===== config.mk =====
export PLATFORM = sky130hd
export DESIGN_NAME = addr_gen
export DESIGN_NICKNAME = d
export VERILOG_FILES = /design/src/rtl/addr_gen_pkg.sv /design/src/rtl/addr_gen_cnt.sv /design/src/rtl/addr_gen.sv
export SDC_FILE = /design/constraint.sdc
export NUM_CORES = 1
export LEC_CHECK = 0
export ABC_AREA = 1
export BUFFER_PORTS_ARGS = -buffer_cell sky130_fd_sc_hd__buf_2
export CAP_MARGIN = 20
export CORE_AREA = 2 2 70 72
export CTS_BUF_LIST = sky130_fd_sc_hd__clkbuf_2
export DETAILED_ROUTE_END_ITERATION = 16
export DIE_AREA = 0 0 72 74
export GPL_ROUTABILITY_DRIVEN = 0
export PLACE_DENSITY = 0.81
export SLEW_MARGIN = 40
export SYNTH_ARGS = -nofsm -noshare
export SYNTH_HDL_FRONTEND = slang
export SYNTH_SLANG_ARGS = --single-unit

===== constraint.sdc =====
create_clock -name clk -period 5.6 [get_ports clk]
set_input_delay 0 -clock clk [delete_from_list [all_inputs] [get_ports clk]]
set_output_delay 0 -clock clk [all_outputs]
set_load 0.005 [all_outputs]

===== src/rtl/addr_gen_pkg.sv =====
// Shared constants and the effective-dimension helper for the raster address generator.
package addr_gen_pkg;

  localparam int DIM_W   = 9;
  localparam int CNT_W   = 8;
  localparam int ADDR_W  = 17;
  localparam int MAX_DIM = 256;

  // Zero collapses to a 1x1 image; anything past MAX_DIM is clamped.
  function automatic logic [DIM_W-1:0] eff_dim(input logic [DIM_W-1:0] img_dim);
    if (img_dim == '0) begin
      return DIM_W'(1);
    end else if (img_dim > DIM_W'(MAX_DIM)) begin
      return DIM_W'(MAX_DIM);
    end else begin
      return img_dim;
    end
  endfunction

endpackage


===== src/rtl/addr_gen_cnt.sv =====
// Wrapping counter: steps while enabled, returns to 0 once it has reached (or passed) limit.
module addr_gen_cnt #(
  parameter int W = 8
) (
  input  logic         clk,
  input  logic         rst,
  input  logic         en_i,
  input  logic         clr_i,
  input  logic [W-1:0] limit_i,
  output logic [W-1:0] count_o,
  output logic         wrap_o
);

  logic [W-1:0] count_q, count_d;

  // >= rather than == so a limit that drops below the count still wraps.
  assign wrap_o  = en_i && (count_q >= limit_i);
  assign count_o = count_q;

  always_comb begin
    count_d = count_q;
    if (clr_i) begin
      count_d = '0;
    end else if (en_i) begin
      count_d = wrap_o ? '0 : count_q + W'(1);
    end
  end

  always_ff @(posedge clk) begin
    if (rst) begin
      count_q <= '0;
    end else begin
      count_q <= count_d;
    end
  end

endmodule


===== src/rtl/addr_gen.sv =====
// Raster-scan address generator: x/y counters for a square image plus a linear
// address kept as an accumulator alongside x.
module addr_gen #(
  parameter int DIM_W  = addr_gen_pkg::DIM_W,
  parameter int CNT_W  = addr_gen_pkg::CNT_W,
  parameter int ADDR_W = addr_gen_pkg::ADDR_W
) (
  input  logic              clk,
  input  logic              rst,
  input  logic              en,
  input  logic              sclr,
  input  logic [DIM_W-1:0]  img_dim,
  output logic [ADDR_W-1:0] addr_out,
  output logic [CNT_W-1:0]  x_cnt,
  output logic [CNT_W-1:0]  y_cnt
);

  import addr_gen_pkg::*;

  logic [DIM_W-1:0]  dim_eff;
  logic [CNT_W-1:0]  limit;
  logic              x_wrap, y_wrap, y_en, frame_wrap;
  logic [ADDR_W-1:0] addr_q, addr_d;

  assign dim_eff = eff_dim(img_dim);
  assign limit   = CNT_W'(dim_eff - DIM_W'(1));

  addr_gen_cnt #(.W(CNT_W)) u_x_cnt (
    .clk     (clk),
    .rst     (rst),
    .en_i    (en),
    .clr_i   (sclr),
    .limit_i (limit),
    .count_o (x_cnt),
    .wrap_o  (x_wrap)
  );

  assign y_en = en && x_wrap;

  addr_gen_cnt #(.W(CNT_W)) u_y_cnt (
    .clk     (clk),
    .rst     (rst),
    .en_i    (y_en),
    .clr_i   (sclr),
    .limit_i (limit),
    .count_o (y_cnt),
    .wrap_o  (y_wrap)
  );

  // Address resynchronises to 0 only on clear or a full-frame wrap.
  assign frame_wrap = x_wrap && y_wrap;

  always_comb begin
    addr_d = addr_q;
    if (sclr) begin
      addr_d = '0;
    end else if (en) begin
      addr_d = frame_wrap ? '0 : addr_q + ADDR_W'(1);
    end
  end

  always_ff @(posedge clk) begin
    if (rst) begin
      addr_q <= '0;
    end else begin
      addr_q <= addr_d;
    end
  end

  assign addr_out = addr_q;

endmodule


==> impl_metrics.prom, run 1 <==
# TYPE chip_impl_metric gauge
chip_impl_metric{name="hold-path-cell-count",unit=""} 7
chip_impl_info{name="clk_root_buffer_cell",value="sky130_fd_sc_hd__clkbuf_2"} 1
chip_impl_metric{name="die_h",unit="um"} 74
chip_impl_metric{name="timing.max_cap.violations",unit=""} 0
chip_impl_info{name="setup_cp_type",value="reg2reg"} 1
chip_impl_metric{name="x_dimension_of_the_die",unit="um"} 72
chip_impl_metric{name="yosys_register_bits",unit=""} 33
chip_impl_metric{name="synthAdderAreaFrac",unit=""} 0.0823
chip_impl_metric{name="gr-usage-all-layers",unit=""} 0.191
chip_impl_metric{name="num_rows",unit=""} 25
chip_impl_metric{name="worstPathRequired",unit="ns"} 5.86
chip_impl_metric{name="report.final.hold_viol_count",unit=""} 0
chip_impl_metric{name="antenna_left",unit=""} 0
chip_impl_metric{name="cell_area_after_synthesis",unit="um^2"} 2130
chip_impl_metric{name="final_layout_size_suffix_gt1_frac",unit=""} 0.189
chip_impl_info{name="ys_dominant_reg_cell",value="sky130_fd_sc_hd__dfxtp_1"} 1
chip_impl_metric{name="synth_nets",unit=""} 350
chip_impl_metric{name="antennaDiodeCount",unit=""} 0
chip_impl_metric{name="drtIter0Drc",unit=""} 109
chip_impl_metric{name="die_area",unit="um^2"} 5330
chip_impl_metric{name="setup_viol_count_final",unit=""} 0
chip_impl_metric{name="detail_route.wirelength",unit="um"} 4760
chip_impl_metric{name="worst_pin_slew",unit="ns"} 0.450
chip_impl_metric{name="core",unit="um^2"} 4600
chip_impl_metric{name="ff2ff_setup_slack",unit="ns"} 3.15
chip_impl_metric{name="post_synth_inst_count",unit=""} 323
chip_impl_info{name="hold_class",value="in2reg"} 1
chip_impl_info{name="post_synth_main_area_contributors",value="sky130_fd_sc_hd__dfxtp_1 31%, sky130_fd_sc_hd__nand2_1 16%, sky130_fd_sc_hd__inv_1 8.6%"} 1
chip_impl_metric{name="placed_cells",unit=""} 417
chip_impl_metric{name="post_cts_hold_buffer_count",unit=""} 1
chip_impl_info{name="yosys.area.top_type",value="sky130_fd_sc_hd__dfxtp_1"} 1
chip_impl_metric{name="preCtsSetupSlack",unit="ns"} 2.77
chip_impl_metric{name="post_cts.resized_instances",unit=""} 0
chip_impl_metric{name="post_synth_and_or_nand_nor_area_fraction",unit=""} 0.374
chip_impl_metric{name="post_synth_mux_area_share",unit=""} 0
chip_impl_metric{name="slew_viol_final",unit=""} 0
chip_impl_metric{name="overflow",unit=""} 0
chip_impl_metric{name="stdcell_count",unit=""} 429
chip_impl_metric{name="vias",unit=""} 2105
chip_impl_metric{name="rr_worst_depth",unit=""} 21
chip_impl_metric{name="drcViolationCount",unit=""} 0
chip_impl_metric{name="timing.clock.skew",unit="ns"} 0.0272
chip_impl_metric{name="clk_pin_slew",unit="ns"} 0.19
chip_impl_metric{name="crit_path_max_fanout",unit=""} 20
chip_impl_metric{name="synth.yosys.seq_area_share",unit=""} 0.310
chip_impl_metric{name="max-clock-path-buffers",unit=""} 2
chip_impl_metric{name="detail_route.vias_per_cell",unit=""} 4.91
chip_impl_metric{name="max_freq",unit="MHz"} 408
chip_impl_metric{name="setup_slack",unit="ns"} 3.15
chip_impl_metric{name="grt_antenna_before_repair",unit=""} 0
chip_impl_metric{name="synthesis.yosys.warnings",unit=""} 0
chip_impl_metric{name="clock_tree.htree_level_count",unit=""} 2
chip_impl_metric{name="power_density",unit="nW/um^2"} 181
chip_impl_metric{name="synth-edff-count",unit=""} 0
chip_impl_info{name="kind_of_capture_point_of_the_worst_setup_path",value="flip-flop"} 1
chip_impl_metric{name="setup_tns",unit="ns"} 0
chip_impl_metric{name="post_drt_wl_per_cell",unit="um"} 11.1
chip_impl_metric{name="syn-mean-instance-area",unit="um^2"} 6.59
chip_impl_metric{name="synthDominantCellAreaShare",unit=""} 0.310
chip_impl_metric{name="leakage",unit="uW"} 0.00126
chip_impl_metric{name="async_flop_share",unit=""} 0
chip_impl_metric{name="ioPinCount",unit=""} 46
chip_impl_metric{name="min_period_over_period",unit=""} 0.438
chip_impl_info{name="result_of_the_run",value="completed"} 1
chip_impl_metric{name="finalNetCount",unit=""} 401
chip_impl_info{name="cp-start-kind",value="flip-flop"} 1
chip_impl_metric{name="clock_sinks",unit=""} 33
chip_impl_info{name="largest_family_of_logic_cells_by_synthesized_area",value="simple AND/OR/NAND/NOR gates"} 1
chip_impl_info{name="tritoncts",value="built"} 1
chip_impl_info{name="unrepaired_setup_endpoints_after_global_routing",value="no"} 1
chip_impl_metric{name="cts_made_buffers",unit=""} 5
chip_impl_metric{name="cts.repair_timing.setup_buffer_count",unit=""} 0
chip_impl_metric{name="grt_first_pass_wirelength",unit="um"} 8100
chip_impl_metric{name="drtPass1Iterations",unit=""} 4
chip_impl_metric{name="synth.lib_cells_used.distinct",unit=""} 26
chip_impl_metric{name="initial_utilization",unit=""} 0.463
chip_impl_metric{name="hpwlAfterDp",unit="um"} 3780
chip_impl_info{name="regToRegStartpoint",value="u_y_cnt.count_o[0]$_SDFFE_PP0P_"} 1
chip_impl_metric{name="port_buffer_cells",unit=""} 45
chip_impl_metric{name="period_needed",unit="ns"} 2.45
chip_impl_info{name="r2r-end",value="addr_out[9]$_SDFFE_PP0P_"} 1
chip_impl_metric{name="timing.critical_path.arrival",unit="ns"} 2.71
chip_impl_info{name="crit_start",value="u_y_cnt.count_o[0]$_SDFFE_PP0P_"} 1
chip_impl_metric{name="area.growth.synth_to_final",unit="%"} 16.9
chip_impl_metric{name="largest_net_degree_at_the_start_of_global_routing",unit=""} 21
chip_impl_metric{name="grt_pass1_vias",unit=""} 1891
chip_impl_metric{name="synth_xor_area_frac",unit=""} 0.0700
chip_impl_info{name="worstHoldStart",value="img_dim[8]"} 1
chip_impl_info{name="min_to",value="u_y_cnt.count_o[0]$_SDFFE_PP0P_"} 1
chip_impl_metric{name="clk_latency",unit="ns"} 0.39
chip_impl_metric{name="timing.slew.headroom",unit=""} 0.699
chip_impl_metric{name="p_total",unit="uW"} 451
chip_impl_metric{name="fin_worst_hold_slack",unit="ns"} 0.245
chip_impl_metric{name="power.ir.vdd_worst",unit="uV"} 127
chip_impl_metric{name="synth_compound_gate_area_share",unit=""} 0.0488
## worst max path at each step
stage,end,slack [ns]
global placement,u_y_cnt.count_o[4]$_SDFFE_PP0P_,2.84
finish,addr_out[9]$_SDFFE_PP0P_,3.15
global route,addr_out[9]$_SDFFE_PP0P_,2.86
floorplan,addr_out[14]$_SDFFE_PP0P_,3.41
CTS,addr_out[9]$_SDFFE_PP0P_,3.12
detailed placement,u_y_cnt.count_o[4]$_SDFFE_PP0P_,2.77
## placed cells by master, fill, tap and decap left out, drive strengths merged
cell type | Yosys | final
dfxtp | 33 | 33
o21bai | 1 | 1
clkbuf | 1 | 5
o21ai | 10 | 10
ha | 14 | 14
dlygate4sd3 | 0 | 4
nor3 | 8 | 8
nor4 | 2 | 2
nand2 | 95 | 95
xor2 | 14 | 14
nor2 | 46 | 46
a21oi | 8 | 8
o22ai | 1 | 1
nand3b | 2 | 2
xnor2 | 3 | 3
inv | 52 | 52
bufinv | 0 | 1
nand4 | 6 | 6
clkinv | 0 | 1
clkinvlp | 0 | 1
nand3 | 23 | 23
buf | 4 | 45
## cell usage after synthesis, types with 6 or more instances
cell type	n
sky130_fd_sc_hd__nor3_1	8
sky130_fd_sc_hd__ha_1	14
sky130_fd_sc_hd__o21ai_0	8
sky130_fd_sc_hd__xor2_1	14
sky130_fd_sc_hd__inv_1	49
sky130_fd_sc_hd__nor2_1	37
sky130_fd_sc_hd__a21oi_1	8
sky130_fd_sc_hd__nor2_2	8
sky130_fd_sc_hd__nand4_1	6
sky130_fd_sc_hd__nand3_1	23
sky130_fd_sc_hd__nand2_1	89
sky130_fd_sc_hd__dfxtp_1	33
## registers in the layout, indices dropped and copies added (netlist names)
signal	flops
u_x_cnt.count_o	8
addr_out	17
u_y_cnt.count_o	8
## cell families (layout without fill, tap and decap cells)
kind of cell / after synthesis / after routing
flops: 33 / 33
simple gates: 182 / 182
xor+xnor: 17 / 17
fa+ha+maj: 14 / 14
buf+inv: 57 / 109
compound gates: 20 / 20
## report_power, final
part           total, uW  internal [uW]  switching, uW
combinational       52.3           19.3           33.0
sequential           237            236           1.18
clock                161           74.0           87.1
## layout make-up
class	instances	area [um^2]
tap	54	67.6
clock inverter	3	41.3
sequential	33	661
inverter	52	200
multi-input combinational	233	1230
fill	456	2110
timing repair buffer	49	265
clock buffer	5	25.0
## layer usage
metal  share of wire  GRT usage
met3           0.058     0.0379
met1            0.46      0.250
met4           0.019     0.0650
met2            0.46      0.318
met5               0          0
## critical path, cell delays in order (launching register included)
cell                      delay, ns
sky130_fd_sc_hd__dfxtp_1       0.43
sky130_fd_sc_hd__inv_1         0.11
sky130_fd_sc_hd__ha_1          0.29
sky130_fd_sc_hd__inv_1         0.03
sky130_fd_sc_hd__nand2_1       0.04
sky130_fd_sc_hd__nand2_1       0.05
sky130_fd_sc_hd__nand2_1       0.05
sky130_fd_sc_hd__nand2_1       0.05
sky130_fd_sc_hd__nand2_1       0.06
sky130_fd_sc_hd__nand2_1       0.05
sky130_fd_sc_hd__nand2_1       0.06
sky130_fd_sc_hd__nand2_1       0.06
sky130_fd_sc_hd__nand3_1       0.07
sky130_fd_sc_hd__nand2_1       0.05
sky130_fd_sc_hd__inv_1         0.05
sky130_fd_sc_hd__nand2_1       0.04
sky130_fd_sc_hd__nand2_1       0.06
sky130_fd_sc_hd__nand2_1       0.05
sky130_fd_sc_hd__o21ai_0       0.13
sky130_fd_sc_hd__nand2_2       0.12
sky130_fd_sc_hd__nand2_2       0.37
sky130_fd_sc_hd__nor2_1        0.09
## stage by stage
stage	util	area (um^2)
2_1_floorplan	-	2130
3_3_place_gp	0.517	2380
3_5_place_dp	0.517	2380
4_1_cts	0.534	2450
5_1_grt	0.541	2490
6_report	0.541	2490
No activity file was read; power rests on OpenSTA's default activity.
==> inputs of run 2 (changes only) <==
--- a/config.mk
+++ b/config.mk
@@ -13,7 +13,7 @@
 export DETAILED_ROUTE_END_ITERATION = 16
 export DIE_AREA = 0 0 72 74
 export GPL_ROUTABILITY_DRIVEN = 0
-export PLACE_DENSITY = 0.81
+export PLACE_DENSITY = 0.84
 export SLEW_MARGIN = 40
 export SYNTH_ARGS = -nofsm -noshare
 export SYNTH_HDL_FRONTEND = slang
==> constraint.sdc (replaced) <==
create_clock -name clk -period 2.1 [get_ports clk]
set_input_delay 0 -clock clk [delete_from_list [all_inputs] [get_ports clk]]
set_output_delay 0 -clock clk [all_outputs]
set_load 0.005 [all_outputs]
==> run 2 against run 1 <==
Highest routed layer unchanged. Combinational power grew to 4.1 times the previous value. Sequential cell count unchanged. Die area stayed put. Clock skew up 0.0058 ns.
==> impl_metrics.prom, run 2 (same netlist as run 1, synthesis figures left out) <==
# TYPE chip_impl_metric gauge
chip_impl_metric{name="netSwitchingPower",unit="uW"} 377
chip_impl_info{name="timing.critical_path.max_delay_family",value="simple AND/OR/NAND/NOR gates"} 1
chip_impl_info{name="tritoncts",value="built"} 1
chip_impl_metric{name="leakage",unit="uW"} 0.00146
chip_impl_metric{name="grt_antenna_before_repair",unit=""} 0
chip_impl_metric{name="buffer_and_inverter_count_on_the_worst_path",unit=""} 3
chip_impl_info{name="clk_root_buffer_cell",value="sky130_fd_sc_hd__clkbuf_2"} 1
chip_impl_info{name="critical-path-top-cell-by-count",value="sky130_fd_sc_hd__nand2_1"} 1
chip_impl_info{name="worst_path_cell_trace",value="inv_4, ha_4, inv_2, nand2_1, nand2_1, nand2_1, nand2_1, nand2_1, nand2_1, nand2_1, nand2_1, nand2_1, nand2_1, nand2_1, nand2_1, nand2_2, nand2_2, o21ai_2, nand2_4, nand2_8, buf_6, nor2_2"} 1
chip_impl_metric{name="max_freq",unit="MHz"} 480
chip_impl_metric{name="grt_pass1_vias",unit=""} 2065
chip_impl_metric{name="clk_pin_slew",unit="ns"} 0.22
chip_impl_metric{name="met3WireLength",unit="um"} 302
chip_impl_metric{name="overflow",unit=""} 0
chip_impl_metric{name="cts_made_buffers",unit=""} 5
chip_impl_metric{name="hpwlAfterDp",unit="um"} 4050
chip_impl_metric{name="report.final.hold_viol_count",unit=""} 0
chip_impl_metric{name="hold-path-cell-count",unit=""} 5
chip_impl_metric{name="area.growth.synth_to_final",unit="%"} 39.2
chip_impl_metric{name="worst_pin_slew",unit="ns"} 0.589
chip_impl_metric{name="preCtsSetupSlack",unit="ns"} -0.394
chip_impl_metric{name="num_rows",unit=""} 25
chip_impl_metric{name="sequential_power_share",unit=""} 0.444
chip_impl_metric{name="core",unit="um^2"} 4600
chip_impl_metric{name="stdcell_count",unit=""} 457
chip_impl_metric{name="setup_slack",unit="ns"} 0.0155
chip_impl_info{name="unrepaired_setup_endpoints_after_global_routing",value="yes"} 1
chip_impl_metric{name="period_needed",unit="ns"} 2.08
chip_impl_metric{name="detail_route.wirelength",unit="um"} 5700
chip_impl_metric{name="timing.slew.headroom",unit=""} 0.606
chip_impl_metric{name="vias",unit=""} 2306
chip_impl_metric{name="power.share.clock",unit=""} 0.408
chip_impl_metric{name="post_drt_wl_per_cell",unit="um"} 12.5
chip_impl_info{name="regToRegStartpoint",value="u_y_cnt.count_o[0]$_SDFFE_PP0P_"} 1
chip_impl_info{name="crit_path_top_delay_cell",value="sky130_fd_sc_hd__dfxtp_2"} 1
chip_impl_metric{name="min_period_over_period",unit=""} 0.993
chip_impl_info{name="result_of_the_run",value="completed"} 1
chip_impl_metric{name="met1Wirelength",unit="um"} 2410
chip_impl_metric{name="critical-path-max-stage-delay",unit="ns"} 0.41
chip_impl_metric{name="timing.max_cap.violations",unit=""} 0
chip_impl_metric{name="initial_utilization",unit=""} 0.463
chip_impl_info{name="hold_class",value="in2reg"} 1
chip_impl_metric{name="power.ir.vdd_worst",unit="uV"} 572
chip_impl_metric{name="max-clock-path-buffers",unit=""} 2
chip_impl_metric{name="drtPass1Iterations",unit=""} 5
chip_impl_metric{name="setup_viol_count_final",unit=""} 0
chip_impl_metric{name="die_area",unit="um^2"} 5330
chip_impl_metric{name="final_layout_size_suffix_gt1_frac",unit=""} 0.323
chip_impl_info{name="crit_start",value="u_y_cnt.count_o[0]$_SDFFE_PP0P_"} 1
chip_impl_info{name="layout.cells.most_common_list",value="86 x sky130_fd_sc_hd__nand2_1, 45 x sky130_fd_sc_hd__inv_1, 45 x sky130_fd_sc_hd__buf_2"} 1
chip_impl_metric{name="x_dimension_of_the_die",unit="um"} 72
chip_impl_metric{name="power.internal",unit="uW"} 1050
chip_impl_metric{name="swShare",unit=""} 0.264
chip_impl_metric{name="clk_latency",unit="ns"} 0.42
chip_impl_metric{name="grt_first_pass_wirelength",unit="um"} 8780
chip_impl_metric{name="crit_path_max_fanout",unit=""} 5
chip_impl_metric{name="clock_sinks",unit=""} 33
chip_impl_metric{name="timing.clock.skew",unit="ns"} 0.0329
chip_impl_info{name="most_frequent_standard_cell_in_the_layout_excluding_fill_and_tap_cells",value="sky130_fd_sc_hd__nand2_1"} 1
chip_impl_info{name="worstHoldStart",value="sclr"} 1
chip_impl_metric{name="ioPinCount",unit=""} 46
chip_impl_info{name="kind_of_capture_point_of_the_worst_setup_path",value="flip-flop"} 1
chip_impl_metric{name="flip_flop_count_of_the_largest_register_after_layout",unit=""} 17
chip_impl_metric{name="gr-usage-all-layers",unit=""} 0.208
chip_impl_metric{name="ff2ff_setup_slack",unit="ns"} 0.02
chip_impl_metric{name="rr_worst_depth",unit=""} 22
chip_impl_metric{name="worstPathRequired",unit="ns"} 2.44
chip_impl_metric{name="antennaDiodeCount",unit=""} 0
chip_impl_metric{name="die_h",unit="um"} 74
chip_impl_metric{name="drtIter0Drc",unit=""} 153
chip_impl_metric{name="port_buffer_cells",unit=""} 45
chip_impl_metric{name="drcViolationCount",unit=""} 0
chip_impl_metric{name="clock_tree.htree_level_count",unit=""} 2
chip_impl_metric{name="dr_wl_met2",unit="um"} 2860
chip_impl_metric{name="timing.critical_path.arrival",unit="ns"} 2.42
chip_impl_info{name="highest_layer",value="met4"} 1
chip_impl_metric{name="slew_viol_final",unit=""} 0
chip_impl_metric{name="power_density",unit="nW/um^2"} 482
chip_impl_metric{name="antenna_left",unit=""} 0
chip_impl_metric{name="p_total",unit="uW"} 1430
chip_impl_metric{name="power.share.combinational",unit=""} 0.148
chip_impl_metric{name="finalNetCount",unit=""} 429
chip_impl_metric{name="detail_route.vias_per_cell",unit=""} 5.05
chip_impl_metric{name="largest_net_degree_at_the_start_of_global_routing",unit=""} 13
chip_impl_metric{name="cp.depth",unit=""} 22
chip_impl_info{name="cp-start-kind",value="flip-flop"} 1
chip_impl_metric{name="placed_cells",unit=""} 442
chip_impl_info{name="setup_cp_type",value="reg2reg"} 1
-- run 2: worst min-delay path, delay by kind of cell --
kind                   cells  cell delay (ns)
buffers and inverters      2             0.19
and+or+nand+nor            3             0.29
-- run 2: metal layers --
layer | up-vias | GRT usage
met3 | 13 | 0.0366
met1 | 1045 | 0.255
li1 | 1165 | -
met4 | 0 | 0.0545
met2 | 83 | 0.380
met5 | - | 0
-- run 2: power by group through the flow --
| stage | clock network (uW) | logic [uW] | registers [uW] |
|---|---|---|---|
| finish | 582 | 212 | 633 |
| floorplan | 0 | 103 | 645 |
| detailed placement | 0 | 169 | 645 |
| global placement | 0 | 165 | 645 |
| global route | 617 | 233 | 634 |
| CTS | 581 | 185 | 633 |
-- run 2: layout make-up --
class | count | area, um^2
clock inverters | 3 | 68.8
flip-flops and latches | 33 | 663
inverters | 52 | 203
well taps | 54 | 67.6
repair buffers | 77 | 522
fillers | 378 | 1640
multi-input cells | 233 | 1410
clock buffers | 5 | 25.0
-- run 2: stage by stage --
step	hold WS [ns]	cell area [um^2]	utilization	setup TNS, ns
final	0.0908	2960	0.644	0
after detailed placement	0.374	2620	0.571	-10.82
after CTS	0.0671	2810	0.611	0
after floorplan	0.218	2160	-	-0.141
after global routing	0.0866	2960	0.644	-2.37
after global placement	0.367	2620	0.571	-8.49
-- run 2: worst paths after layout --
| check | to |
|---|---|
| worst min-delay path | u_y_cnt.count_o[1]$_SDFFE_PP0P_ |
| worst max register to register | u_y_cnt.count_o[4]$_SDFFE_PP0P_ |
| worst max-delay path | u_y_cnt.count_o[4]$_SDFFE_PP0P_ |
| worst min register to register | u_x_cnt.count_o[0]$_SDFFE_PP0P_ |
-- run 2: timing repair --
action	CTS	global route
buffers inserted	0	3
resized for setup	10	30
gates cloned	1	0
setup endpoints to repair	20	32
pin swaps	2	10
hold buffers	3	0
hold endpoints to repair	6	0
==> inputs of run 3 (changes only) <==
--- a/config.mk
+++ b/config.mk
@@ -5,15 +5,14 @@
 export SDC_FILE = /design/constraint.sdc
 export NUM_CORES = 1
 export LEC_CHECK = 0
-export ABC_AREA = 1
 export BUFFER_PORTS_ARGS = -buffer_cell sky130_fd_sc_hd__buf_2
 export CAP_MARGIN = 20
-export CORE_AREA = 2 2 70 72
+export CORE_AREA = 2 2 68 70
 export CTS_BUF_LIST = sky130_fd_sc_hd__clkbuf_2
 export DETAILED_ROUTE_END_ITERATION = 16
-export DIE_AREA = 0 0 72 74
+export DIE_AREA = 0 0 70 72
 export GPL_ROUTABILITY_DRIVEN = 0
-export PLACE_DENSITY = 0.84
+export PLACE_DENSITY = 0.83
 export SLEW_MARGIN = 40
 export SYNTH_ARGS = -nofsm -noshare
 export SYNTH_HDL_FRONTEND = slang
==> run 3 against run 2 <==
The run now ends with negative setup slack left. Global-route usage decreased by 0.79 points. Sequential share of layout area is 1.7 points higher. Count of clock-buffer cells in the layout unchanged. Wire length shrank 13%. Setup slack got worse by 0.75 ns. Final area shrank 7.3%. Sequential power is essentially flat. Combinational power down 9.4%. Critical endpoint is now addr_out[1]$_SDFFE_PP0P_. Clock power decreased by 47%. Largest power group unchanged.
==> impl_metrics.prom, run 3 <==
# TYPE chip_impl_metric gauge
chip_impl_info{name="result_of_the_run",value="complete, but fails checks"} 1
chip_impl_info{name="violations",value="negative setup slack"} 1
chip_impl_metric{name="flip_flop_count_of_the_largest_register_after_layout",unit=""} 17
chip_impl_metric{name="clock_sinks",unit=""} 33
chip_impl_metric{name="grt_pass1_vias",unit=""} 1785
chip_impl_info{name="ys_dominant_reg_cell",value="sky130_fd_sc_hd__dfxtp_1"} 1
chip_impl_metric{name="ff2ff_setup_slack",unit="ns"} -0.15
chip_impl_info{name="crit_path_top_delay_cell",value="sky130_fd_sc_hd__or4_4"} 1
chip_impl_info{name="timing.critical_path.max_delay_family",value="adder cells"} 1
chip_impl_info{name="r2r-end",value="addr_out[1]$_SDFFE_PP0P_"} 1
chip_impl_metric{name="drtIter0Drc",unit=""} 122
chip_impl_info{name="hold_class",value="in2reg"} 1
chip_impl_metric{name="clock_tree.htree_level_count",unit=""} 2
chip_impl_metric{name="cts_made_buffers",unit=""} 5
chip_impl_metric{name="crit_path_max_fanout",unit=""} 3
chip_impl_info{name="unrepaired_setup_endpoints_after_global_routing",value="yes"} 1
chip_impl_info{name="yosys.area.top_type",value="sky130_fd_sc_hd__dfxtp_1"} 1
chip_impl_info{name="min_to",value="addr_out[1]$_SDFFE_PP0P_"} 1
chip_impl_metric{name="cell_area_after_synthesis",unit="um^2"} 1970
chip_impl_metric{name="synth.lib_cells_used.distinct",unit=""} 41
chip_impl_metric{name="clk_pin_slew",unit="ns"} 0.16
chip_impl_metric{name="grt_antenna_before_repair",unit=""} 0
chip_impl_metric{name="post_synth_mux_area_share",unit=""} 0
chip_impl_metric{name="core_occupancy_in_the_finished_layout",unit=""} 0.644
chip_impl_info{name="layout.cells.most_common_list",value="43 x sky130_fd_sc_hd__buf_2, 39 x sky130_fd_sc_hd__buf_4, 38 x sky130_fd_sc_hd__nor2_1"} 1
chip_impl_metric{name="async_flop_share",unit=""} 0
chip_impl_metric{name="synthAdderAreaFrac",unit=""} 0.111
chip_impl_metric{name="timing.max_cap.violations",unit=""} 0
chip_impl_metric{name="grt_first_pass_wirelength",unit="um"} 8150
chip_impl_metric{name="preCtsSetupSlack",unit="ns"} -1.29
chip_impl_metric{name="antennaDiodeCount",unit=""} 0
chip_impl_metric{name="syn-mean-instance-area",unit="um^2"} 8.63
chip_impl_metric{name="ioPinCount",unit=""} 46
chip_impl_info{name="post_synth_main_area_contributors",value="sky130_fd_sc_hd__dfxtp_1 34%, sky130_fd_sc_hd__ha_1 8.9%, sky130_fd_sc_hd__nor2_1 7.6%"} 1
chip_impl_info{name="clk_root_buffer_cell",value="sky130_fd_sc_hd__clkbuf_2"} 1
chip_impl_metric{name="hold-path-cell-count",unit=""} 4
chip_impl_metric{name="leakage",unit="uW"} 0.00117
chip_impl_metric{name="power_density",unit="nW/um^2"} 412
chip_impl_metric{name="port_buffer_cells",unit=""} 45
chip_impl_metric{name="post_synth_inst_count",unit=""} 228
chip_impl_metric{name="setup_tns",unit="ns"} -21.72
chip_impl_info{name="tritoncts",value="built"} 1
chip_impl_info{name="regToRegStartpoint",value="u_x_cnt.count_o[0]$_SDFFE_PP0P_"} 1
chip_impl_metric{name="period_needed",unit="ns"} 2.83
chip_impl_metric{name="synth_compound_gate_area_share",unit=""} 0.111
chip_impl_info{name="most_frequent_standard_cell_in_the_layout_excluding_fill_and_tap_cells",value="sky130_fd_sc_hd__buf_2"} 1
chip_impl_metric{name="initial_utilization",unit=""} 0.461
chip_impl_metric{name="overflow",unit=""} 0
chip_impl_metric{name="final_layout_size_suffix_gt1_frac",unit=""} 0.382
chip_impl_metric{name="slew_viol_final",unit=""} 0
chip_impl_metric{name="yosys_register_bits",unit=""} 33
chip_impl_metric{name="power.ir.vdd_worst",unit="uV"} 398
chip_impl_info{name="synth_top_cells_by_count",value="40 x sky130_fd_sc_hd__nor2_1, 33 x sky130_fd_sc_hd__dfxtp_1, 17 x sky130_fd_sc_hd__xor2_1, 15 x sky130_fd_sc_hd__nand2_1, 14 x sky130_fd_sc_hd__ha_1"} 1
chip_impl_metric{name="post_drt_wl_per_cell",unit="um"} 13.4
chip_impl_metric{name="buffer_and_inverter_count_on_the_worst_path",unit=""} 2
chip_impl_metric{name="rr_worst_depth",unit=""} 10
chip_impl_metric{name="detail_route.wirelength",unit="um"} 4980
chip_impl_metric{name="num_rows",unit=""} 24
chip_impl_metric{name="post_synth_and_or_nand_nor_area_fraction",unit=""} 0.282
chip_impl_metric{name="stdcell_count",unit=""} 371
chip_impl_metric{name="detail_route.vias_per_cell",unit=""} 5.30
chip_impl_metric{name="synth.yosys.seq_area_share",unit=""} 0.336
chip_impl_metric{name="hpwlAfterDp",unit="um"} 3550
chip_impl_info{name="largest_family_of_logic_cells_by_synthesized_area",value="simple AND/OR/NAND/NOR gates"} 1
chip_impl_info{name="kind_of_capture_point_of_the_worst_setup_path",value="flip-flop"} 1
chip_impl_metric{name="worst_pin_slew",unit="ns"} 0.590
chip_impl_metric{name="die_h",unit="um"} 72
chip_impl_info{name="cp-start-kind",value="primary input"} 1
chip_impl_metric{name="timing.slew.headroom",unit=""} 0.606
chip_impl_metric{name="setup_slack",unit="ns"} -0.734
chip_impl_metric{name="finalNetCount",unit=""} 345
chip_impl_metric{name="timing.clock.skew",unit="ns"} 0.0221
chip_impl_info{name="worst_path_cell_trace",value="buf_6, or4_4, nor3_4, o21bai_1, ha_2, buf_6, xnor2_4, ha_4, a21o_1, a31oi_1, o21ai_1, maj3_2, maj3_2, o211ai_1, nand4_1, o21ai_1"} 1
chip_impl_metric{name="fin_worst_hold_slack",unit="ns"} 0.0748
chip_impl_info{name="synth.most_common_cell",value="sky130_fd_sc_hd__nor2_1"} 1
chip_impl_metric{name="drtPass1Iterations",unit=""} 5
chip_impl_metric{name="critical-path-max-stage-delay",unit="ns"} 0.54
chip_impl_metric{name="synthesis.yosys.warnings",unit=""} 0
chip_impl_metric{name="drcViolationCount",unit=""} 0
chip_impl_metric{name="core",unit="um^2"} 4260
chip_impl_metric{name="vias",unit=""} 1968
chip_impl_metric{name="report.final.hold_viol_count",unit=""} 0
chip_impl_metric{name="worstPathRequired",unit="ns"} 2.42
chip_impl_metric{name="antenna_left",unit=""} 0
chip_impl_metric{name="setup_viol_count_final",unit=""} 33
chip_impl_metric{name="area.growth.synth_to_final",unit="%"} 39.6
chip_impl_metric{name="clk_latency",unit="ns"} 0.39
chip_impl_metric{name="die_area",unit="um^2"} 5040
chip_impl_metric{name="gr-usage-all-layers",unit=""} 0.200
chip_impl_metric{name="min_period_over_period",unit=""} 1.35
chip_impl_metric{name="synthDominantCellAreaShare",unit=""} 0.336
chip_impl_info{name="worstHoldStart",value="en"} 1
chip_impl_metric{name="synth_xor_area_frac",unit=""} 0.134
chip_impl_metric{name="synth-edff-count",unit=""} 0
chip_impl_metric{name="placed_cells",unit=""} 354
chip_impl_metric{name="max-clock-path-buffers",unit=""} 2
chip_impl_info{name="setup_cp_type",value="in2reg"} 1
chip_impl_metric{name="synth_nets",unit=""} 255
chip_impl_metric{name="x_dimension_of_the_die",unit="um"} 70
chip_impl_metric{name="timing.critical_path.arrival",unit="ns"} 3.15
chip_impl_metric{name="largest_net_degree_at_the_start_of_global_routing",unit=""} 14
chip_impl_metric{name="fillers",unit=""} 353
chip_impl_metric{name="max_freq",unit="MHz"} 353
[run 3: cell types whose count changed after synthesis, moves of 4 or more]
cell | previous run | this run
sky130_fd_sc_hd__xnor2_1 | 3 | 13
sky130_fd_sc_hd__o21ai_0 | 8 | 4
sky130_fd_sc_hd__nand4_1 | 6 | 12
sky130_fd_sc_hd__inv_1 | 49 | 4
sky130_fd_sc_hd__nor3b_1 | 0 | 5
sky130_fd_sc_hd__a21oi_1 | 8 | 3
sky130_fd_sc_hd__nand2_2 | 5 | 0
sky130_fd_sc_hd__nand2_1 | 89 | 15
sky130_fd_sc_hd__a31oi_1 | 0 | 4
sky130_fd_sc_hd__nor2_2 | 8 | 0
sky130_fd_sc_hd__nand3_1 | 23 | 8
[run 3: worst min-delay path: cells and delay by family]
| kind | cells | cell delay [ns] |
|---|---|---|
| simple gates | 1 | 0.08 |
| buf+inv | 2 | 0.28 |
| compound gates | 1 | 0.06 |
[run 3: power by group]
group,internal (uW),switching (uW)
Clock,77.7,230
Combinational,100,91.7
Sequential,630,3.31
[run 3: worst max path at each step]
| stage | from | end | slack [ns] | depth (start not counted) |
|---|---|---|---|---|
| after global placement | img_dim[3] | addr_out[1]$_SDFFE_PP0P_ | -1.22 | 16 |
| final | img_dim[3] | addr_out[1]$_SDFFE_PP0P_ | -0.73 | 16 |
| after global routing | img_dim[0] | addr_out[1]$_SDFFE_PP0P_ | -0.83 | 16 |
| after CTS | img_dim[3] | addr_out[1]$_SDFFE_PP0P_ | -0.66 | 16 |
| after detailed placement | img_dim[3] | addr_out[1]$_SDFFE_PP0P_ | -1.29 | 16 |
| after floorplan | img_dim[3] | addr_out[1]$_SDFFE_PP0P_ | -0.88 | 15 |
[run 3: layout make-up]
cell class / instances / area (um^2) / share of cell area
Clock buffer: 5 / 25.0 / 0.00911
Sequential cell: 33 / 661 / 0.241
Timing Repair Buffer: 87 / 562 / 0.205
Tap cell: 52 / 65.1 / 0.0237
Clock inverter: 3 / 17.5 / 0.00638
Multi-Input combinational cell: 187 / 1400 / 0.510
Inverter: 4 / 15.0 / 0.00547
[run 3: logic make-up after synthesis]
logic type               Yosys count
AO/OA/AOI/OAI                     28
XOR/XNOR                          30
buffers and inverters             10
adder cells (fa/ha/maj)           18
flip-flops                        33
AND/OR/NAND/NOR                  109
[run 3: metrics by stage]
stage,cell area [um^2],power (uW)
finish,2750,1130
global route,2750,1180
CTS,2700,1130
detailed placement,2490,798
global placement,2490,792
floorplan,1980,728
[run 3: layer usage]
metal,vias to the layer above,routed length (um),global-route usage
met5,-,0,0
met4,0,36,0.0385
met3,4,217,0.0472
met2,53,2390,0.345
met1,922,2340,0.260
li1,989,-,-
[run 3: what timing repair did]
action	CTS	global route
gates resized for setup	12	7
pin swaps	17	13
cloned	2	0
hold endpoints to repair	2	0
setup endpoints to repair	33	33
setup buffers	4	1
hold buffers	2	0
